`config.mk`:
```
export PLATFORM = sky130hd
export DESIGN_NAME = dpram_be_pipe_flat
export DESIGN_NICKNAME = d
export VERILOG_FILES = /design/src/rtl/dpram_be_pipe_pkg.sv /design/src/rtl/dpram_be_pipe_if.sv /design/src/rtl/dpram_be_pipe_port_pipe.sv /design/src/rtl/dpram_be_pipe.sv /design/src/flat_wrapper.sv
export SDC_FILE = /design/constraint.sdc
export NUM_CORES = 1
export LEC_CHECK = 0
export BUFFER_PORTS_ARGS = -buffer_cell sky130_fd_sc_hd__buf_2
export CORE_MARGIN = 4
export CORE_UTILIZATION = 40
export CTS_CLUSTER_DIAMETER = 150
export DETAILED_ROUTE_END_ITERATION = 8
export PLACE_DENSITY = 0.55
export SYNTH_ARGS = -nofsm -noshare
export SYNTH_HDL_FRONTEND = slang
export SYNTH_SLANG_ARGS = --single-unit
```
`constraint.sdc`:
```
create_clock -name clK -period 4.2 [get_ports clK]
set_input_delay 0.63 -clock clK [delete_from_list [all_inputs] [get_ports clK]]
set_output_delay 0.63 -clock clK [all_outputs]
set_load 0.005 [all_outputs]
```
`src/rtl/dpram_be_pipe_pkg.sv`:
```
// Shared constants and helpers for the byte-enable dual-port RAM.
package dpram_be_pipe_pkg;

   // Same-port read-during-write behaviour selectors
   localparam int unsigned RDW_READ_FIRST  = 0;
   localparam int unsigned RDW_WRITE_FIRST = 1;
   localparam int unsigned RDW_NO_CHANGE   = 2;

   // Number of byte lanes in a word
   function automatic int unsigned lanes_of(input int unsigned data_w, input int unsigned byte_w);
      return data_w / byte_w;
   endfunction

endpackage

```
`src/rtl/dpram_be_pipe_if.sv`:
```
// One RAM access port: request fields from the master, read data and strobe back.
interface dpram_be_pipe_if #(
   parameter int unsigned DATA_W = 16,
   parameter int unsigned ADDR_W = 5,
   parameter int unsigned LANES  = 2
);
   logic              EN;
   logic              WR;
   logic [LANES-1:0]  BE;
   logic [ADDR_W-1:0] ADDR;
   logic [DATA_W-1:0] data_IN;
   logic [DATA_W-1:0] data_OUT;
   logic              VALID;

   modport master (output EN, WR, BE, ADDR, data_IN, input data_OUT, VALID);
   modport slave  (input EN, WR, BE, ADDR, data_IN, output data_OUT, VALID);
endinterface

```
`src/rtl/dpram_be_pipe_port_pipe.sv`:
```
// Per-port read path: read capture, read-during-write select, optional output stage, VALID.
module dpram_be_pipe_port_pipe
   import dpram_be_pipe_pkg::*;
#(
   parameter int unsigned DATA     = 16,
   parameter int unsigned RDW_MODE = RDW_READ_FIRST,
   parameter int unsigned OUT_REG  = 0
) (
   input  logic            clK,
   input  logic            rst_n,
   input  logic            en,
   input  logic            wr,
   input  logic [DATA-1:0] old_word,
   input  logic [DATA-1:0] merged_word,
   output logic [DATA-1:0] data_out,
   output logic            valid
);

   logic            cap_c;
   logic [DATA-1:0] cap_word_c;
   logic            s1_valid;
   logic [DATA-1:0] s1_data;

   // Decide whether this access returns data, and which word
   always_comb begin
      cap_c      = 1'b0;
      cap_word_c = old_word;
      if (en) begin
         if (!wr) begin
            cap_c = 1'b1;
         end else if (RDW_MODE == RDW_WRITE_FIRST) begin
            cap_c      = 1'b1;
            cap_word_c = merged_word;
         end else if (RDW_MODE == RDW_READ_FIRST) begin
            cap_c = 1'b1;
         end
      end
   end

   // First read stage; data holds when nothing is captured
   always_ff @(posedge clK or negedge rst_n) begin
      if (!rst_n) begin
         s1_valid <= 1'b0;
         s1_data  <= '0;
      end else begin
         s1_valid <= cap_c;
         if (cap_c) s1_data <= cap_word_c;
      end
   end

   if (OUT_REG != 0) begin : g_out_reg
      logic            s2_valid;
      logic [DATA-1:0] s2_data;

      // Extra output stage, carries the strobe along with the data
      always_ff @(posedge clK or negedge rst_n) begin
         if (!rst_n) begin
            s2_valid <= 1'b0;
            s2_data  <= '0;
         end else begin
            s2_valid <= s1_valid;
            if (s1_valid) s2_data <= s1_data;
         end
      end

      assign data_out = s2_data;
      assign valid    = s2_valid;
   end else begin : g_no_out_reg
      assign data_out = s1_data;
      assign valid    = s1_valid;
   end

endmodule

```
`src/rtl/dpram_be_pipe.sv`:
```
// True dual-port RAM with byte lanes, A-priority lane merge and same-address collision flag.
module dpram_be_pipe
   import dpram_be_pipe_pkg::*;
#(
   parameter int unsigned DATA     = 16,
   parameter int unsigned ADDR     = 5,
   parameter int unsigned BYTE     = 8,
   parameter int unsigned RDW_MODE = RDW_READ_FIRST,
   parameter int unsigned OUT_REG  = 0
) (
   input  logic           clK,
   input  logic           rst_n,
   dpram_be_pipe_if.slave a_port,
   dpram_be_pipe_if.slave b_port,
   output logic           collision
);

   localparam int unsigned LANES = lanes_of(DATA, BYTE);
   localparam int unsigned DEPTH = 1 << ADDR;

   if ((DATA % BYTE) != 0) begin : g_bad_data
      $error("dpram_be_pipe: DATA must be a multiple of BYTE");
   end
   if (RDW_MODE > RDW_NO_CHANGE) begin : g_bad_rdw
      $error("dpram_be_pipe: RDW_MODE must be 0, 1 or 2");
   end

   logic [DATA-1:0]  mem [DEPTH];
   logic             a_wr_c;
   logic             b_wr_c;
   logic             same_addr_c;
   logic [LANES-1:0] b_be_eff_c;
   logic [DATA-1:0]  a_old_c;
   logic [DATA-1:0]  b_old_c;
   logic [DATA-1:0]  a_merged_c;
   logic [DATA-1:0]  b_merged_c;

   // Write qualification, A-priority lane masking and pre-write/merged read words
   always_comb begin
      a_wr_c      = a_port.EN & a_port.WR;
      b_wr_c      = b_port.EN & b_port.WR;
      same_addr_c = (a_port.ADDR == b_port.ADDR);
      b_be_eff_c  = b_port.BE;
      if (a_wr_c && same_addr_c) b_be_eff_c = b_port.BE & ~a_port.BE;
      a_old_c    = mem[a_port.ADDR];
      b_old_c    = mem[b_port.ADDR];
      a_merged_c = a_old_c;
      b_merged_c = b_old_c;
      for (int unsigned l = 0; l < LANES; l++) begin
         if (a_port.BE[l]) a_merged_c[l*BYTE +: BYTE] = a_port.data_IN[l*BYTE +: BYTE];
         if (b_port.BE[l]) b_merged_c[l*BYTE +: BYTE] = b_port.data_IN[l*BYTE +: BYTE];
      end
   end

   // Lane-wise array update; contents survive reset, reset only blocks commits
   always_ff @(posedge clK or negedge rst_n) begin
      if (!rst_n) begin
      end else begin
         for (int unsigned l = 0; l < LANES; l++) begin
            if (b_wr_c && b_be_eff_c[l]) mem[b_port.ADDR][l*BYTE +: BYTE] <= b_port.data_IN[l*BYTE +: BYTE];
            if (a_wr_c && a_port.BE[l])  mem[a_port.ADDR][l*BYTE +: BYTE] <= a_port.data_IN[l*BYTE +: BYTE];
         end
      end
   end

   // Same-address flag: both ports active, at least one writing; a per-cycle level
   always_ff @(posedge clK or negedge rst_n) begin
      if (!rst_n) collision <= 1'b0;
      else        collision <= a_port.EN & b_port.EN & same_addr_c & (a_port.WR | b_port.WR);
   end

   dpram_be_pipe_port_pipe #(
      .DATA     (DATA),
      .RDW_MODE (RDW_MODE),
      .OUT_REG  (OUT_REG)
   ) u_a_pipe (
      .clK         (clK),
      .rst_n       (rst_n),
      .en          (a_port.EN),
      .wr          (a_port.WR),
      .old_word    (a_old_c),
      .merged_word (a_merged_c),
      .data_out    (a_port.data_OUT),
      .valid       (a_port.VALID)
   );

   dpram_be_pipe_port_pipe #(
      .DATA     (DATA),
      .RDW_MODE (RDW_MODE),
      .OUT_REG  (OUT_REG)
   ) u_b_pipe (
      .clK         (clK),
      .rst_n       (rst_n),
      .en          (b_port.EN),
      .wr          (b_port.WR),
      .old_word    (b_old_c),
      .merged_word (b_merged_c),
      .data_out    (b_port.data_OUT),
      .valid       (b_port.VALID)
   );

endmodule
```
`src/flat_wrapper.sv`:
```
// flat-port wrapper written by rule: the top's interface ports become plain ports
module dpram_be_pipe_flat import dpram_be_pipe_pkg::*;
#(
   parameter int unsigned DATA     = 16,
   parameter int unsigned ADDR     = 5,
   parameter int unsigned BYTE     = 8,
   parameter int unsigned RDW_MODE = RDW_READ_FIRST,
   parameter int unsigned OUT_REG  = 0
)
  (clK, rst_n, collision, a_port_EN, a_port_WR, a_port_BE, a_port_ADDR, a_port_data_IN, a_port_data_OUT, a_port_VALID, b_port_EN, b_port_WR, b_port_BE, b_port_ADDR, b_port_data_IN, b_port_data_OUT, b_port_VALID);
  dpram_be_pipe_if a_port_i ();
  dpram_be_pipe_if b_port_i ();
  input  logic clK;
  input  logic rst_n;
  output logic collision;
  input wire logic [$bits(a_port_i.EN)-1:0] a_port_EN;
  input wire logic [$bits(a_port_i.WR)-1:0] a_port_WR;
  input wire logic [$bits(a_port_i.BE)-1:0] a_port_BE;
  input wire logic [$bits(a_port_i.ADDR)-1:0] a_port_ADDR;
  input wire logic [$bits(a_port_i.data_IN)-1:0] a_port_data_IN;
  output wire logic [$bits(a_port_i.data_OUT)-1:0] a_port_data_OUT;
  output wire logic [$bits(a_port_i.VALID)-1:0] a_port_VALID;
  input wire logic [$bits(b_port_i.EN)-1:0] b_port_EN;
  input wire logic [$bits(b_port_i.WR)-1:0] b_port_WR;
  input wire logic [$bits(b_port_i.BE)-1:0] b_port_BE;
  input wire logic [$bits(b_port_i.ADDR)-1:0] b_port_ADDR;
  input wire logic [$bits(b_port_i.data_IN)-1:0] b_port_data_IN;
  output wire logic [$bits(b_port_i.data_OUT)-1:0] b_port_data_OUT;
  output wire logic [$bits(b_port_i.VALID)-1:0] b_port_VALID;
  assign a_port_i.EN = a_port_EN;
  assign a_port_i.WR = a_port_WR;
  assign a_port_i.BE = a_port_BE;
  assign a_port_i.ADDR = a_port_ADDR;
  assign a_port_i.data_IN = a_port_data_IN;
  assign a_port_data_OUT = a_port_i.data_OUT;
  assign a_port_VALID = a_port_i.VALID;
  assign b_port_i.EN = b_port_EN;
  assign b_port_i.WR = b_port_WR;
  assign b_port_i.BE = b_port_BE;
  assign b_port_i.ADDR = b_port_ADDR;
  assign b_port_i.data_IN = b_port_data_IN;
  assign b_port_data_OUT = b_port_i.data_OUT;
  assign b_port_VALID = b_port_i.VALID;
  dpram_be_pipe #(.DATA(DATA), .ADDR(ADDR), .BYTE(BYTE), .RDW_MODE(RDW_MODE), .OUT_REG(OUT_REG)) u_core (.clK(clK), .rst_n(rst_n), .a_port(a_port_i), .b_port(b_port_i), .collision(collision));
endmodule
```
Word level (Yosys, flattened, before mapping)
Memory sizes are Yosys's and may differ from the RTL's. A register that Yosys moved wholly into a read port is not among the register bits.
Index checks and enable logic that the tools add are counted.
{"block": "word_totals", "reg_bits": 3, "latch_bits": 0, "ram_bits": 512, "mem_bits_ro": 0, "inputBits": 52, "out_inout_bits": 35, "wordCells": 35, "n_memories": 1}
{"name": "u_core.mem", "depth": 32, "width": 16, "rd": 2, "rd_clocked_by_memory_dff": 2, "wr": 2, "line": "dpram_be_pipe.sv:28", "rtl": "logic [DATA-1:0] mem [DEPTH];"}
{"block": "classes", "add_sub_neg": 0, "mul": 0, "div": 0, "magnitude_cmp": 0, "eq_ne": 1, "shifts": 0, "mux": 11, "bitwise_logic": 8, "n_reduce_logical": 11}
{"cell": "2-to-1 mux 1 bit", "n": 10}
{"cell": "logical AND 1 bit", "n": 9}
{"cell": "AND 1 bit", "n": 5}
{"cell": "equality test 5 bit", "n": 1}
{"cell": "AND 2 bit", "n": 1}
{"cell": "logical NOT 1 bit", "n": 2}
{"cell": "2-to-1 mux 2 bit", "n": 1}
{"cell": "inverter 2 bit", "n": 1}
{"cell": "OR 1 bit", "n": 1}

Logic depth before layout (Yosys ltp)
{"block": "logic_depth", "ltp_word": 7, "depth_mapped": 8}

By module
A second synthesis with hierarchy kept.
{"block": "unflattened", "cells_unflattened": 2502, "area_unflattened_um2": 32919.1}
{"mod": "dpram_be_pipe", "instances": 1, "cells_each": 2432, "area_each_um2": 31570.3, "seq_area_each_um2": 15399.8}
{"mod": "dpram_be_pipe_port_pipe", "instances": 2, "cells_each": 35, "area_each_um2": 674.4, "seq_area_each_um2": 425.4}

Worst setup path before layout
OpenSTA, ideal clock, no wires.
{"block": "synth_path", "path_kind": "input-to-reg", "startpoint": "input b_port_ADDR[1]", "endpoint": "memory u_core.mem[0][0] (enable)", "setup_ns": 0.398, "arrival_ns": 2.603, "path_slack_ns": 1.199, "stages": 6, "n_path_buf": 5, "cell_sequence": "buf_2 buf_4 buf_4 clkbuf_1 clkbuf_1 o41ai_1"}
{"element": "start: declaration", "line": "flat_wrapper.sv:26", "rtl": "input wire logic [$bits(b_port_i.ADDR)-1:0] b_port_ADDR;"}
{"element": "end: declaration", "line": "dpram_be_pipe.sv:28"}

==> run_results.csv <==
group,metric,value,unit
critical_path,r2r_cells,4,
clock_network,cts_tree,"done",
finish,multi_input_area,15060,µm²
route,ant_nets,0,
place,pre_cts_ws,680.8,ps
route,drt_wl_total,123000,µm
route,drtPass1Iterations,5,
timing,grt_setup_unrepaired,"false",
logic_synthesis,ys.flop_type,"edfxtp_1",
route,route.detailed.drc,0,
timing,relSlewSlack,7.940,%
timing,clock.fmax,0.2891,GHz
logic_synthesis,synth_top_cell_by_area,"edfxtp_1",
logic_synthesis,synthesis.area,32220,µm²
die,start_util,40.59,%
clock_network,numClockSinks,547,
finish,fillers,7106,
grt,grt_max_degree,66,
clock_network,clockBufferDepth,3,
timing,worst_slew_pin_slew,1369,ps
timing,finalHoldViolCount,0,
die,die_area,85160,µm²
logic_synthesis,synth-edff-count,512,
route,wl_met2,56150,µm
place,dp.cells,3172,
grt,grt_pass1_vias,22150,
critical_path,reg2reg_from,"u_core.mem[15][0]$_DFFE_PP_",
critical_path,critPathLaunchType,"primary input",
power,irDropWorstVdd,0.2476,mV
clock_network,cts_buffers,60,
logic_synthesis,avgSynthCellArea,14.94,µm²
finish,syn2layout_area_growth,11.07,%
timing,worst_slack,741.4,ps
logic_synthesis,syn_inst,2157,
route,dr.max_layer_used,"met5",
critical_path,cp_max_fo,8,
clock_network,cts_hold_buf,1,
logic_synthesis,synth_area_leaders,"edfxtp_1 (48%), mux2_2 (18%), mux4_2 (12%), mux2i_1 (4.8%), dfrtp_1 (2.7%)",
timing,min_period_over_period,82.35,%
timing,period_minus_slack,3459,ps
die,core-area,79390,µm²
place,hpwl,84270,µm
critical_path,cp.required,4440,ps
clock_network,cts-root-buf,"clkbuf_16",
logic_synthesis,synth_nets,2209,
critical_path,worstSetupPathType,"primary input to flip-flop",
critical_path,r2r_slack,1830,ps
die,num_rows,103,
grt,grt_pass1_wl,172500,µm
finish,mostFrequentLayoutCells,"mux2_2 (516), edfxtp_1 (512), mux4_2 (176)",
timing,setup_viol_count_final,0,
die,dieHeight,291.8,µm
place,gp_congestion,1.001,
die,fp.dieW,291.8,µm
route,vias,22390,
route,wire_per_inst,37.53,µm
finish,mostFrequentLayoutCell,"mux2_2",
route,drtIter0Drc,3209,
run_status,status,"complete, no violations",
grt,grt-ovfl-total,0,
clock_network,cts_resized,0,
critical_path,reg2reg_to,"u_core.u_b_pipe.data_out[0]$_DFFE_PN0P_",
finish,layout.cells.non_filler,3279,
critical_path,cp.arrival,3700,ps
grt,grt_use_total,28.11,%
clock_network,clock_latency,650,ps
min_path,hp-class,"primary input to async pin",
finish,final-seq-area,16250,µm²
timing,drv_slew,0,
route,dr_wl_met3,13530,µm
logic_synthesis,synthDistinctLibCells,63,
logic_synthesis,yosysSeqAreaShare,50.43,%
timing,clock_skew,18.27,ps
finish,utilization,45.08,%
clock_network,path_clk_slew,60,ps
timing,setup_tns,0,ps
place,port_buffers,86,
power,power.density,350.9,nW/µm²
finish,nets,2237,
route,routedLengthMet1,49010,µm
logic_synthesis,synthArstFlopShare,6.399,%
grt,antenna_found_initial,8,
finish,drive_above_1_share,47.85,%
logic_synthesis,ys_ff_latch,547,
clock_network,htreeDepth,2,
route,via_per_inst,6.828,
run,cap_violations,0,
clock_network,postCtsSetupRepairBufs,0,
critical_path,crit_path_end_kind,"flip-flop",
logic_synthesis,yosysWarnings,0,
logic_synthesis,synth_top_area_share,47.71,%
power,p_leak,11.80,nW
die,pin_count,87,
==> logic make-up (layout without fill, tap and decap cells) <==
| group | count (synthesis) | in the layout | synth area share [%] |
|---|---|---|---|
| muxes | 848 | 848 | 35.18 |
| DFF | 547 | 547 | 50.43 |
| xor gates and xnor gates | 5 | 5 | 0.1359 |
| and+or+nand+nor | 237 | 237 | 4.369 |
| AOI/OAI and AO/OA | 279 | 279 | 6.477 |
| other | 0 | 1 | 0 |
| buffers and inverters | 241 | 312 | 3.405 |
==> synthesized netlist by cell type (24+ instances only) <==
library cell / n
mux2_2: 516
edfxtp_1: 512
mux4_2: 176
mux2i_1: 156
clkbuf_1: 145
buf_2: 58
nor2_1: 56
a22oi_1: 54
o22ai_1: 49
dfrtp_1: 35
o32ai_1: 32
nand2_1: 26
nor2_2: 26
buf_4: 24
==> metrics by stage <==
stage          area, µm²  hold slack, ps  power, mW
2_1_floorplan      32220           334.4      7.061
3_3_place_gp       34010           524.2      7.646
3_5_place_dp       34010           523.3      7.664
4_1_cts            35770           399.9      12.59
5_1_grt            35790           413.5      12.86
6_report           35790           425.2      12.56
==> state kept, by name (all words and copies together) (netlist names) <==
register and cells:
u_core.mem 512, u_core.u_a_pipe.data_out 16, u_core.u_b_pipe.data_out 16, u_core.collision 1
u_core.u_a_pipe.valid 1, u_core.u_b_pipe.valid 1
==> report_power, final <==
part / switching (mW) / total (mW) / internal [mW]
registers: 0.0731 / 6.10 / 6.03
logic: 0.920 / 1.49 / 0.566
clock network: 2.27 / 4.97 / 2.71
==> worst max-delay path: stages <==
cell	delay [ps]
dlygate4sd3_1	530
buf_2	290
nand3_1	180
nor2_1	340
nand3_1	490
o31ai_1	1220
==> cell type report <==
| class | instances | share of cell area, % |
|---|---|---|
| Antenna cell | 1 | 0.006992 |
| Clock buffer | 80 | 4.465 |
| Clock inverter | 25 | 0.4265 |
| Inverter | 7 | 0.07342 |
| Multi-Input combinational cell | 1369 | 42.09 |
| Sequential cell | 547 | 45.41 |
| Tap cell | 1050 | 3.671 |
| Timing Repair Buffer | 200 | 3.863 |
==> routing by layer <==
metal	up-vias	track usage [%]
met4	8	8.231
met2	1417	44.02
met5	-	0
li1	8888	-
met3	264	7.956
met1	11810	38.40
==> how the worst max path moves through the flow <==
stage / startpoint / slack (ps) / depth (start not counted) / endpoint
2_1_floorplan: b_port_ADDR[1] / 1200 / 6 / u_core.mem[0][0]$_DFFE_PP_
3_3_place_gp: a_port_ADDR[0] / 710 / 6 / u_core.mem[14][10]$_DFFE_PP_
3_5_place_dp: a_port_ADDR[0] / 680 / 6 / u_core.mem[14][10]$_DFFE_PP_
4_1_cts: rst_n / 920 / 6 / u_core.mem[29][13]$_DFFE_PP_
5_1_grt: rst_n / 710 / 6 / u_core.mem[29][14]$_DFFE_PP_
6_report: rst_n / 740 / 6 / u_core.mem[29][14]$_DFFE_PP_
No activity file was read; power rests on OpenSTA's default activity.
